===== src/rtl/inst_fetch.sv =====
// Instruction fetch stage: PC register, imem request/ready handshake, IR.
// Define MISALIGN_CHECK_EN to trap misaligned jump/branch targets.
module inst_fetch #(
  parameter logic [31:0] RESET_PC = 32'h0000_0000,
  parameter logic [31:0] NOP_INST = 32'h0000_0013
) (
  input  logic        clock,
  input  logic        resetn,
  input  logic [1:0]  pcsource,
  input  logic [31:0] imm,
  input  logic [31:0] rs1_data,
  input  logic        advance,
  output logic        imem_req,
  output logic [31:0] imem_addr,
  input  logic        imem_ready,
  input  logic [31:0] imem_rdata,
  output logic [31:0] inst,
  output logic        inst_valid,
  output logic [31:0] pc,
  output logic [31:0] pc_plus4,
  output logic        fetch_fault
);

  typedef enum logic [1:0] {
    FETCH = 2'd0,
    HOLD  = 2'd1,
    FAULT = 2'd2
  } state_t;

  state_t      state_q, state_d;
  logic [31:0] pc_q, pc_d;
  logic [31:0] inst_q, inst_d;
  logic        valid_q, valid_d;
  logic        req_q, req_d;
  logic [31:0] addr_q, addr_d;
  logic [31:0] tgt;

  logic sel_seq, sel_br, sel_jalr, sel_jal;

  assign sel_seq  = (pcsource == 2'b00);
  assign sel_br   = (pcsource == 2'b01);
  assign sel_jalr = (pcsource == 2'b10);
  assign sel_jal  = (pcsource == 2'b11);

  always_comb begin
    tgt = pc_q + 32'd4;
    unique case (1'b1)
      sel_seq:  tgt = pc_q + 32'd4;
      sel_br:   tgt = pc_q + imm;
      sel_jalr: tgt = (rs1_data + imm) & ~32'h1;
      sel_jal:  tgt = pc_q + imm;
      default:  tgt = pc_q + 32'd4;
    endcase
  end

`ifdef MISALIGN_CHECK_EN
  logic fault_q, fault_d;
`endif

  always_comb begin
    state_d = state_q;
    pc_d    = pc_q;
    inst_d  = inst_q;
    valid_d = valid_q;
    req_d   = req_q;
    addr_d  = addr_q;
`ifdef MISALIGN_CHECK_EN
    fault_d = fault_q;
`endif
    unique case (state_q)
      FETCH: begin
        if (!req_q) begin
          req_d  = 1'b1;
          addr_d = {pc_q[31:2], 2'b00};
        end else if (imem_ready) begin
          inst_d  = imem_rdata;
          valid_d = 1'b1;
          req_d   = 1'b0;
          state_d = HOLD;
        end
      end
      HOLD: begin
        if (advance) begin
          pc_d    = tgt;
          inst_d  = NOP_INST;
          valid_d = 1'b0;
          state_d = FETCH;
`ifdef MISALIGN_CHECK_EN
          if (tgt[1:0] != 2'b00) begin
            state_d = FAULT;
            fault_d = 1'b1;
          end
`endif
        end
      end
`ifdef MISALIGN_CHECK_EN
      FAULT: begin
        req_d = 1'b0;
      end
`endif
      default: begin
        state_d = FETCH;
        req_d   = 1'b0;
      end
    endcase
  end

  always_ff @(posedge clock or negedge resetn) begin
    if (!resetn) begin
      state_q <= FETCH;
      pc_q    <= RESET_PC;
      inst_q  <= NOP_INST;
      valid_q <= 1'b0;
      req_q   <= 1'b0;
      addr_q  <= RESET_PC & ~32'h3;
    end else begin
      state_q <= state_d;
      pc_q    <= pc_d;
      inst_q  <= inst_d;
      valid_q <= valid_d;
      req_q   <= req_d;
      addr_q  <= addr_d;
    end
  end

`ifdef MISALIGN_CHECK_EN
  always_ff @(posedge clock or negedge resetn) begin
    if (!resetn) fault_q <= 1'b0;
    else         fault_q <= fault_d;
  end
  assign fetch_fault = fault_q;
`else
  assign fetch_fault = 1'b0;
`endif

  assign imem_req   = req_q;
  assign imem_addr  = addr_q;
  assign inst       = inst_q;
  assign inst_valid = valid_q;
  assign pc         = pc_q;
  assign pc_plus4   = pc_q + 32'd4;

endmodule

===== config.mk =====
export PLATFORM = sky130hd
export DESIGN_NAME = inst_fetch
export DESIGN_NICKNAME = d
export VERILOG_FILES = /design/src/rtl/inst_fetch.sv
export SDC_FILE = /design/constraint.sdc
export NUM_CORES = 1
export LEC_CHECK = 0
export BUFFER_PORTS_ARGS = -buffer_cell sky130_fd_sc_hd__buf_2
export CAP_MARGIN = 40
export CORE_ASPECT_RATIO = 1.1
export CORE_UTILIZATION = 45
export DETAILED_ROUTE_END_ITERATION = 7
export PLACE_DENSITY = 0.76
export RECOVER_POWER = 50
export SLEW_MARGIN = 0
export SYNTH_ARGS = -nofsm -noshare
export SYNTH_HDL_FRONTEND = slang
export SYNTH_SLANG_ARGS = --single-unit

===== constraint.sdc =====
create_clock -name clock -period 2.83 [get_ports clock]
set_input_delay 0.4245 -clock clock [delete_from_list [all_inputs] [get_ports clock]]
set_output_delay 0.4245 -clock clock [all_outputs]
set_load 0.005 [all_outputs]

# --- Yosys cells after proc, flatten, opt, wreduce, memory -nomap -nowiden ---
# Cells that the tools add are included.
# Widths: inputs -> output; s select.
totals:
  register_bits: 98
  inputBits: 102
  out_inout_bits: 131
classes:
  add_sub_neg: 3
  n_eq_ne: 7
  muxes: 16
  n_bitwise: 1
  reduce_logical: 7
op_table:
  columns: ["operator", "n"]
  rows:
  - ["$pmux 32 s2", 2]
  - ["$mux 32", 3]
  - ["$add 32x32->32", 2]
  - ["$add 32x3->32 const B", 1]
  - ["$mux 2", 3]
  - ["$ne 2x2->1 const B", 3]
  - ["$mux 1", 5]
  - ["$eq 2x1->1 const B", 2]
  - ["$eq 2x2->1 const B", 2]
  - ["$pmux 1 s2", 2]
  - ["$pmux 2 s2", 1]
  - ["$reduce_and 2->1", 2]
  - ["$reduce_and 4->1", 1]
  - ["$reduce_and 3->1", 1]
  - ["$logic_not 2->1", 1]
  - ["$reduce_bool 2->1", 1]
  - ["$reduce_or 2->1", 1]
  - ["$not 1->1", 1]

# --- Longest topological paths before layout ---
# Gate-level depths: netlist (run 1).
logic_depth:
  ltp_word: 3
  depth_mapped: 12
  mapped_depth_nobuf: 12

# --- Worst setup path after synthesis (run 1) ---
# Ideal clock, no wire load.
synth_path:
  kind: "flip-flop to flip-flop"
  start: "register pc_q[2], in the netlist pc[2]"
  end: "register pc_q[31], in the netlist pc[31]"
  arrival_ps: 2601
  required_time_ps: 2758
  slack_ps: 157
  stages_incl_launch_ff: 11
  n_path_buf: 0
  period_less_slack_ps: 2673
  path_cell_list: "dfrtp_1 ha_1 o211ai_1 o211ai_1 a211o_2 a2111oi_4 o32ai_1 o41ai_2 xor2_1 or3_1 nand4b_1"
synth_between:
  elab_chain_len: 2
  word_cells_on_any_way: 3
  classes_between: "add/sub: 2; mux: 1"
synth_rtl:
  columns: ["item", "line", "source"]
  rows:
  - ["start, declared", "31", "logic [31:0] pc_q, pc_d;"]
  - ["start signal, assigned", "118", "pc_q <= pc_d;"]
  - ["$add 32x3->32 or $add 32x32->32 (tied branches)", null, null]
  - ["$pmux 32 s2 *", "47", "unique case (1'b1)"]
# Every way passes the cells marked *; elsewhere a longest branch is shown, timed or not.
# A chain may end at the register's enable or synchronous reset.

# --- Worst setup path in the final report (run 1) ---
# Same ends and word-level chain as after synthesis.

==> impl_metrics.csv, run 1 <==
group,metric,value,unit
grt,grt_remaining_overflow,0,
worst_setup_path,path_cells,"ha_1 -> o211ai_1 -> o211ai_1 -> a211o_2 -> a2111oi_4 -> o32ai_2 -> o41ai_2 -> xor2_1 -> or3_1 -> nand4b_1",
routing,vias_per_cell,5.64,
floorplanning,std_cell_rows,50,
worst_setup_path,cp.buffers_inverters,0,
logic_synthesis,synth_seq_area_share,0.299,
clock_network,ctsHoldBuffers,0,
timing,tightest_slew,1.62,ns
cells_and_area,drive_gt1_frac,0.325,
placement,hpwl,21000,µm
timing,rsz0062_at_grt,"true",
timing,fin_crit,2.84,ns
cells_and_area,fin_nets,1477,
logic_synthesis,synth_area,0.00805,mm²
routing,routed-via-count,8744,
clock_network,clock_latency,0.35,ns
timing,relSlewSlack,-0.0772,
logic_synthesis,yosys.cell_count.top_type,"nand2_1",
logic_synthesis,netlist.area_leader.share,0.289,
cells_and_area,area_delta_synth_final,33.5,%
worst_setup_path,crit_required,3.11,ns
floorplanning,core,0.0173,mm²
floorplanning,dieArea,0.0184,mm²
timing,fin_crit_sh,1.00,
timing,finalHoldViolCount,0,
worst_setup_path,crit_fanout,2,
floorplanning,start_util,0.466,
timing,fin_worst_skew,0.00796,ns
logic_synthesis,synth_area_leaders,"dfrtp_1 29%, ha_1 9.6%, nand2_1 6.4%",
logic_synthesis,syn_avg_cell_area,8.18,µm²
logic_synthesis,synth_common_cells,"138 x nand2_1, 93 x dfrtp_1, 83 x a21oi_1",
grt,grt_pass1_vias,8288,
timing,final.setup.worst_slack,-0.00868,ns
clock_network,clk_pin_slew_worst_paths,0.08,ns
timing,final_max_slew_viol_count,63,
power_and_ir_drop,p_leak,0.00525,µW
worst_setup_path,crit_type,"register to register",
logic_synthesis,synth-main-ff-cell,"dfrtp_1",
worst_setup_path,cpPeakStageDelay,0.40,ns
timing,setup_viol,1,
clock_network,cts_tree,"done",
grt,grt_use_total,0.290,
grt,antenna_found_initial,0,
cells_and_area,antenna_cells,0,
routing,drt_pass1_iterations,6,
worst_setup_path,endpoint_kind,"register",
logic_synthesis,synth_edf_count,0,
worst_setup_path,crit_family,"compound AO/OA/AOI/OAI gates",
logic_synthesis,synth_seq_cells,96,
grt,grt_pass1_wl,41800,µm
placement,dp_slack,-0.278,ns
routing,drc,0,
worst_setup_path,worstPathArrival,3.12,ns
cells_and_area,utilization,0.622,
routing,detail_route.iter0.violations,604,
power_and_ir_drop,power_density,941,mW/mm²
routing,drt_wl_total,27000,µm
worst_setup_path,critPathMostFrequentCell,"o211ai_1",
flow_run,cap_violations,1,
worst_setup_path,cp_slowest_cell,"a2111oi_4",
routing,drtAntennaViolNets,0,
clock_network,root_buffer,"clkbuf_16",
cells_and_area,fill_cells,1569,
logic_synthesis,synthCells,983,
logic_synthesis,synth.distinct_cells,73,
clock_network,clock-sinks,96,
clock_network,cts_buffers,9,
power_and_ir_drop,vdd_drop_max,0.493,mV
floorplanning,io-pin-count,233,
grt,grt_max_degree,63,
logic_synthesis,synthArstFlopShare,1.00,
worst_setup_path,r2r_slack,-0.009,ns
timing,hold_ws,0.258,ns
placement,io_buffer_count,229,
clock_network,h-tree-depth,3,
clock_network,clockBufferDepth,2,
timing,tns,-0.00868,ns
placement,gp_congestion,0.940,
routing,routedWlPerCell,17.4,µm
worst_setup_path,cp-start-kind,"register",
outcome,status,"complete, but fails checks",
floorplanning,die_w,129,µm
outcome,failed_checks,"capacitance limit, slew limit, setup timing",
logic_synthesis,synth_top_cell_by_area,"dfrtp_1",
logic_synthesis,yosysWarnings,0,
floorplanning,die_h,142,µm
timing,fmax,0.352,GHz
min_path,hold_class,"input pin to register",
power_and_ir_drop,power,10100,µW
==> final timing paths <==
check,from,end,depth (start not counted)
max,pc[2],pc[31],10
min,imem_rdata[26],inst[26],3
max reg2reg,pc[2],pc[31],10
min reg2reg,inst[2],inst[2],2
max in group asynchronous,resetn,pc[28],2
min in group asynchronous,resetn,imem_addr[12],1
==> where the power goes <==
part,internal (µW),switching [µW],leakage [µW]
Combinational,3010,3370,0.00393
Sequential,2030,455,0.00118
Clock,619,616,0.000141
Total,5670,4440,0.00525
==> metrics by stage <==
stage,instances,area (µm²)
after floorplan,985,8050
after global placement,1528,10300
after detailed placement,1528,10300
after CTS,1549,10700
after global routing,1550,10700
final,1550,10700
==> layout make-up <==
type | instances | area [µm²] | area share
Inverter | 19 | 71.3 | 0.00664
Clock inverter | 7 | 61.3 | 0.00571
Sequential cell | 96 | 2410 | 0.224
Timing Repair Buffer | 371 | 2170 | 0.202
Multi-Input combinational cell | 814 | 5510 | 0.513
Tap cell | 234 | 293 | 0.0273
Clock buffer | 9 | 225 | 0.0210
==> layout by cell type (no fill, tap or decap), drive strengths merged, types with 24 or more instances in the layout <==
| master | netlist | final |
|---|---|---|
| nand2 | 138 | 138 |
| o21ai | 70 | 70 |
| a21oi | 83 | 83 |
| a21o | 26 | 26 |
| nand3 | 57 | 57 |
| buf | 13 | 336 |
| nor2 | 79 | 79 |
| dfrtp | 93 | 93 |
| mux2 | 31 | 31 |
| xor2 | 33 | 33 |
| clkbuf | 43 | 44 |
| ha | 62 | 62 |
| inv | 19 | 24 |
| xnor2 | 47 | 47 |
==> routing by layer <==
metal | global-route usage | part of all wire
met4 | 0.107 | 0.024
met5 | 0 | 0
met1 | 0.376 | 0.41
met2 | 0.492 | 0.50
met3 | 0.0361 | 0.066
==> registers in the layout (all words and copies together) (netlist names) <==
| signal | flops |
|---|---|
| inst | 32 |
| imem_addr | 30 |
| pc | 32 |
| imem_req | 1 |
| inst_valid | 1 |
==> worst register-to-register path, stage by stage, from the launching register on <==
cell	delay, ns
dfrtp_1	0.39
ha_1	0.30
o211ai_1	0.22
o211ai_1	0.16
a211o_2	0.37
a2111oi_4	0.40
o32ai_2	0.15
o41ai_2	0.25
xor2_1	0.12
or3_1	0.32
nand4b_1	0.11
==> logic make-up (layout without fill, tap and decap cells) <==
kind of cell	count (synthesis)	after routing	synth area share
AOI/OAI and AO/OA	282	282	0.229
xor gates and xnor gates	80	80	0.0871
adders and majority gates	64	64	0.101
buffers and inverters	75	406	0.0378
DFF	96	96	0.299
muxes	34	34	0.0471
other	1	3	0.000466
and+or+nand+nor	351	351	0.198
==> timing repair <==
item                                    in CTS  in global routing
endpoints found under the setup margin       9                 20
setup buffers                                5                  1
gates resized for setup                     11                 23
gates cloned                                 0                  0
pin swaps                                    5                  6
No activity file was read; power rests on OpenSTA's default activity.
==> run 2: changes to the inputs <==
--- a/config.mk
+++ b/config.mk
@@ -6,4 +6,5 @@
 export NUM_CORES = 1
 export LEC_CHECK = 0
+export ABC_CLOCK_PERIOD_IN_PS = 3600
 export BUFFER_PORTS_ARGS = -buffer_cell sky130_fd_sc_hd__buf_2
 export CAP_MARGIN = 40
@@ -11,5 +12,5 @@
 export CORE_UTILIZATION = 45
 export DETAILED_ROUTE_END_ITERATION = 7
-export PLACE_DENSITY = 0.76
+export PLACE_DENSITY = 0.73
 export RECOVER_POWER = 50
 export SLEW_MARGIN = 0
==> constraint.sdc (replaced) <==
create_clock -name clock -period 3.6 [get_ports clock]
set_input_delay 0.72 -clock clock [delete_from_list [all_inputs] [get_ports clock]]
set_output_delay 0.72 -clock clock [all_outputs]
set_load 0.005 [all_outputs]
==> run 2 against run 1 <==
Compared with the run above: the run ends with capacitance limit, slew limit left; flip-flop and latch count unchanged; combinational power decreased by 34%; clock skew decreased by 0.0016 ns; core utilization shrank 5.8 points; total power fell by 28%; wire length fell by 4.6%; sequential power shrank 14%; critical path depth decreased by 1; global-route usage is 0.86 points lower; hold slack improved by 0.24 ns; critical endpoint is now pc_plus4[30]; largest power group unchanged.
==> impl_metrics.csv, run 2 (synthesis results as in run 1) <==
group,metric,value,unit
timing,hold_ws,0.496,ns
worst_setup_path,worstPathArrival,2.61,ns
grt,antenna_found_initial,0,
grt,grt_busiest_layer,"met2",
clock_network,clk_pin_slew_worst_paths,0.07,ns
cells_and_area,drive_gt1_frac,0.243,
placement,io_buffer_count,229,
floorplanning,dieArea,0.0184,mm²
floorplanning,std_cell_rows,50,
grt,grtUsageMet1,0.377,
worst_setup_path,endpoint_kind,"primary output",
floorplanning,die_w,129,µm
cells_and_area,multi_input_area,0.00535,mm²
power_and_ir_drop,power_switching,3330,µW
timing,fin_crit_sh,0.926,
worst_setup_path,r2r_cells,10,
placement,gp_congestion,0.948,
floorplanning,io-pin-count,233,
clock_network,clockBufferDepth,2,
clock_network,post_cts_buffers,0,
power_and_ir_drop,power_frac_seq,0.294,
min_path,hold_class,"register to register",
timing,setup_viol,0,
routing,detail_route.iter0.violations,409,
grt,grt_remaining_overflow,0,
worst_setup_path,r2r_slack,0.50,ns
clock_network,root_buffer,"clkbuf_16",
floorplanning,core,0.0173,mm²
outcome,failed_checks,"capacitance limit, slew limit",
cells_and_area,layout_commonest_cell,"buf_2",
timing,fin_worst_skew,0.00634,ns
grt,grt_use_total,0.281,
grt,met2_usage,0.450,
power_and_ir_drop,intPower,3990,µW
cells_and_area,fill_cells,1625,
timing,rsz0062_at_grt,"false",
timing,tns,0,ns
timing,finalHoldViolCount,0,
clock_network,clock_latency,0.36,ns
floorplanning,start_util,0.466,
cells_and_area,antenna_cells,0,
worst_setup_path,crit_required,2.88,ns
clock_network,h-tree-depth,3,
timing,relSlewSlack,-0.875,
timing,fin_crit,3.33,ns
grt,grt_max_degree,51,
grt,grt_pass1_wl,40200,µm
worst_setup_path,crit_end,"pc_plus4[30]",
routing,vias_per_cell,5.71,
timing,fmax,0.300,GHz
clock_network,cts_resized,0,
placement,postPlaceCellArea,0.00949,mm²
floorplanning,die_h,142,µm
timing,final_max_slew_viol_count,47,
worst_setup_path,crit_type,"register to primary output",
routing,drt_wl_total,25700,µm
worst_setup_path,crit_fanout,7,
timing,tightest_slew,2.81,ns
clock_network,ctsHoldBuffers,0,
routing,drc,0,
grt,gr-usage-met3,0.0485,
clock_network,clock-sinks,96,
routing,routedWlPerCell,18.0,µm
flow_run,cap_violations,1,
outcome,status,"complete, but fails checks",
power_and_ir_drop,p_comb_frac,0.573,
power_and_ir_drop,clockPowerShare,0.133,
power_and_ir_drop,p_leak,0.00468,µW
routing,drtAntennaViolNets,0,
timing,final.setup.worst_slack,0.268,ns
placement,dp_slack,0.0295,ns
routing,routed-via-count,8178,
power_and_ir_drop,power,7320,µW
cells_and_area,seq_area,0.00241,mm²
cells_and_area,area_delta_synth_final,21.0,%
routing,drt_pass1_iterations,5,
power_and_ir_drop,swShare,0.455,
power_and_ir_drop,vdd_drop_max,0.394,mV
cells_and_area,fin_nets,1359,
power_and_ir_drop,power_density,752,mW/mm²
grt,grt_pass1_vias,7744,
worst_setup_path,cp-start-kind,"register",
worst_setup_path,crit_path_start,"pc[2]",
clock_network,cts_tree,"done",
cells_and_area,final_cell_area,0.00973,mm²
clock_network,cts_buffers,9,
placement,hpwl,19700,µm
worst_setup_path,regToRegStartpoint,"pc[1]",
cells_and_area,final_cell_mix,"203 x buf_2, 137 x nand2_1, 93 x dfrtp_1, 83 x a21oi_1, 78 x nor2_1",
worst_setup_path,r2r_end,"pc[31]",
==> run 2: metrics by stage <==
step	instances	utilization
2_1_floorplan	985	-
3_3_place_gp	1414	0.547
3_5_place_dp	1416	0.550
4_1_cts	1432	0.566
5_1_grt	1432	0.564
6_report	1432	0.564
==> run 2: layout make-up <==
| cell class | instances | share of cell area |
|---|---|---|
| tap | 234 | 0.0301 |
| timing repair buffer | 253 | 0.137 |
| inverter | 19 | 0.00733 |
| clock buffer | 9 | 0.0231 |
| multi-input combinational | 814 | 0.549 |
| sequential | 96 | 0.247 |
| clock inverter | 7 | 0.00630 |
==> run 2: per-layer routing <==
metal | up-vias | share of wire
met5 | - | 0
met2 | 328 | 0.47
met4 | 0 | 0.029
met3 | 48 | 0.069
met1 | 3849 | 0.44
li1 | 3953 | -
==> run 2: how the worst min path moves through the flow <==
stage,from,to,slack [ns],depth (start not counted)
after floorplan,resetn,imem_addr[10],0.42,0
after global placement,inst[8],inst[8],0.48,2
after detailed placement,inst[9],inst[9],0.48,2
after CTS,resetn,pc[8],0.42,1
after global routing,inst[15],inst[15],0.52,2
final,inst[9],inst[9],0.50,2
==> run 2: critical path, cell delays in order (launching register included) <==
cell     delay, ns
dfrtp_1       0.49
ha_1          0.30
and3_1        0.22
nand2_1       0.08
nor2_2        0.14
and3_1        0.28
nand2_1       0.15
nor2_1        0.14
xor2_1        0.28
buf_2         0.18
==> run 2: power groups by stage <==
stage               clock network (µW)  logic (µW)  registers, µW
finish                             975        4190           2150
global route                      1020        4620           2220
CTS                                985        4210           2140
detailed placement                   0        4180           2160
global placement                     0        4080           2140
floorplan                            0        2680           2070
==> run 3: changes to the inputs <==
Settings changed: CORE_ASPECT_RATIO 1.1 to 0.5, CORE_MARGIN set to 4.
==> run 3 against run 2 <==
Compared with the run above: die area increased by 9.7%; total power is 2.0% higher; clock skew up 0.0042 ns; the flow still finishes with violations (capacitance limit, slew limit); first-iteration DRC count up 110%; wire length up 6.7%; sequential share of layout area fell by 0.19 points; cell area up 0.82%; core utilization shrank 0.11 points; flip-flop and latch count is the same.
==> impl_metrics.csv, run 3 (synthesis results as in run 1) <==
group,metric,value,unit
clock_network,clock-sinks,96,
timing,tightest_slew,2.92,ns
worst_setup_path,cpPeakStageDelay,0.47,ns
grt,grt_pass1_vias,8056,
clock_network,clk_pin_slew_worst_paths,0.09,ns
worst_setup_path,worstPathArrival,2.69,ns
floorplanning,die_w,197,µm
cells_and_area,fill_cells,1687,
timing,final_max_slew_viol_count,58,
min_path,hold_class,"register to register",
routing,vias_per_cell,5.79,
power_and_ir_drop,p_leak,0.00470,µW
floorplanning,die_h,103,µm
floorplanning,std_cell_rows,34,
grt,grt_remaining_overflow,0,
clock_network,h-tree-depth,3,
placement,gp_congestion,0.960,
grt,grt_max_degree,55,
worst_setup_path,crit_family,"simple AND/OR/NAND/NOR gates",
outcome,failed_checks,"capacitance limit, slew limit",
floorplanning,start_util,0.461,
flow_run,cap_violations,2,
clock_network,cts_resized,0,
grt,grt_use_total,0.268,
grt,antenna_found_initial,1,
cells_and_area,layout_commonest_cell,"buf_2",
floorplanning,dieArea,0.0202,mm²
worst_setup_path,crit_fanout,6,
routing,drt_pass1_iterations,7,
power_and_ir_drop,vdd_drop_max,0.300,mV
timing,fin_crit,3.41,ns
timing,fin_crit_sh,0.946,
cells_and_area,area_delta_synth_final,22.0,%
routing,drtAntennaViolNets,0,
placement,dp_slack,0.179,ns
timing,hold_ws,0.503,ns
worst_setup_path,critPathMostFrequentCell,"nand2_1",
routing,routedWlPerCell,19.1,µm
worst_setup_path,cp_slowest_cell,"dfrtp_1",
worst_setup_path,cp.buffers_inverters,1,
placement,io_buffer_count,229,
power_and_ir_drop,power_density,761,mW/mm²
worst_setup_path,path_cells,"ha_1 -> and3_2 -> nand2_1 -> nor2_2 -> and3_1 -> nand2_1 -> nor2_1 -> xor2_2 -> buf_2",
timing,fmax,0.294,GHz
worst_setup_path,endpoint_kind,"primary output",
cells_and_area,antenna_cells,0,
timing,setup_viol,0,
cells_and_area,final_cell_mix,"197 x buf_2, 137 x nand2_1, 92 x dfrtp_1, 83 x a21oi_1, 78 x nor2_1",
routing,detail_route.iter0.violations,844,
worst_setup_path,cp-start-kind,"register",
cells_and_area,drive_gt1_frac,0.243,
grt,grt_pass1_wl,43600,µm
timing,finalHoldViolCount,0,
clock_network,post_cts_buffers,0,
timing,relSlewSlack,-0.944,
placement,hpwl,21200,µm
routing,drc,0,
clock_network,cts_tree,"done",
power_and_ir_drop,power,7460,µW
routing,routed-via-count,8312,
floorplanning,core,0.0174,mm²
outcome,status,"complete, but fails checks",
worst_setup_path,crit_required,2.88,ns
timing,fin_worst_skew,0.0105,ns
timing,rsz0062_at_grt,"false",
worst_setup_path,crit_type,"register to primary output",
cells_and_area,fin_nets,1362,
routing,drt_wl_total,27500,µm
clock_network,clockBufferDepth,2,
clock_network,root_buffer,"clkbuf_16",
floorplanning,io-pin-count,233,
clock_network,ctsHoldBuffers,0,
timing,tns,0,ns
clock_network,clock_latency,0.36,ns
clock_network,cts_buffers,9,
timing,final.setup.worst_slack,0.193,ns
run 3: cell types whose count changed in the layout (fill, tap and decap cells not counted), sizes merged:
cell | before | now
buf | 227 | 225
inv | 24 | 23
clkinv | 1 | 2
clkbuf | 35 | 40
run 3: final timing paths:
kind	from	to	slack [ns]	cells past startpoint
setup / recovery	pc[3]	pc_plus4[30]	0.19	9
hold / removal	inst[24]	inst[24]	0.50	2
setup reg to reg	pc[4]	pc[31]	0.40	10
hold reg to reg	inst[24]	inst[24]	0.50	2
max in group asynchronous	resetn	imem_addr[14]	0.65	1
min in group asynchronous	resetn	imem_addr[25]	1.30	1
run 3: power by group:
group | leakage, µW | total, µW | internal (µW) | switching, µW
registers | 0.00118 | 2150 | 1600 | 550
logic | 0.00337 | 4310 | 1940 | 2370
clock network | 0.000143 | 1000 | 492 | 511
run 3: layer usage:
metal / GRT usage / vias up / routed length [µm]
li1: - / 3973 / -
met1: 0.392 / 3925 / 12500
met2: 0.406 / 362 / 11900
met3: 0.0617 / 50 / 2570
met4: 0.0660 / 2 / 564
met5: 0 / - / 20
run 3: worst reg2reg max path, delay by kind of cell (launching register included):
| kind | cells | cell delay [ns] |
|---|---|---|
| xor+xnor | 1 | 0.13 |
| simple gates | 2 | 0.44 |
| flops | 1 | 0.49 |
| fa+ha+maj | 1 | 0.39 |
| compound gates | 6 | 1.69 |
run 3: final cells by class:
cell class,count,area (µm²),share of cell area
multi-input cells,814,5350,0.546
clock inverters,7,72.6,0.00740
clock buffers,9,225,0.0230
repair buffers,256,1390,0.142
well taps,234,293,0.0298
flip-flops and latches,96,2410,0.245
inverters,19,71.3,0.00727
run 3: through the flow:
| stage | util | std cells | area, µm² |
|---|---|---|---|
| 2_1_floorplan | - | 985 | 8050 |
| 3_3_place_gp | 0.542 | 1415 | 9460 |
| 3_5_place_dp | 0.548 | 1419 | 9550 |
| 4_1_cts | 0.565 | 1435 | 9850 |
| 5_1_grt | 0.563 | 1435 | 9810 |
| 6_report | 0.563 | 1435 | 9810 |
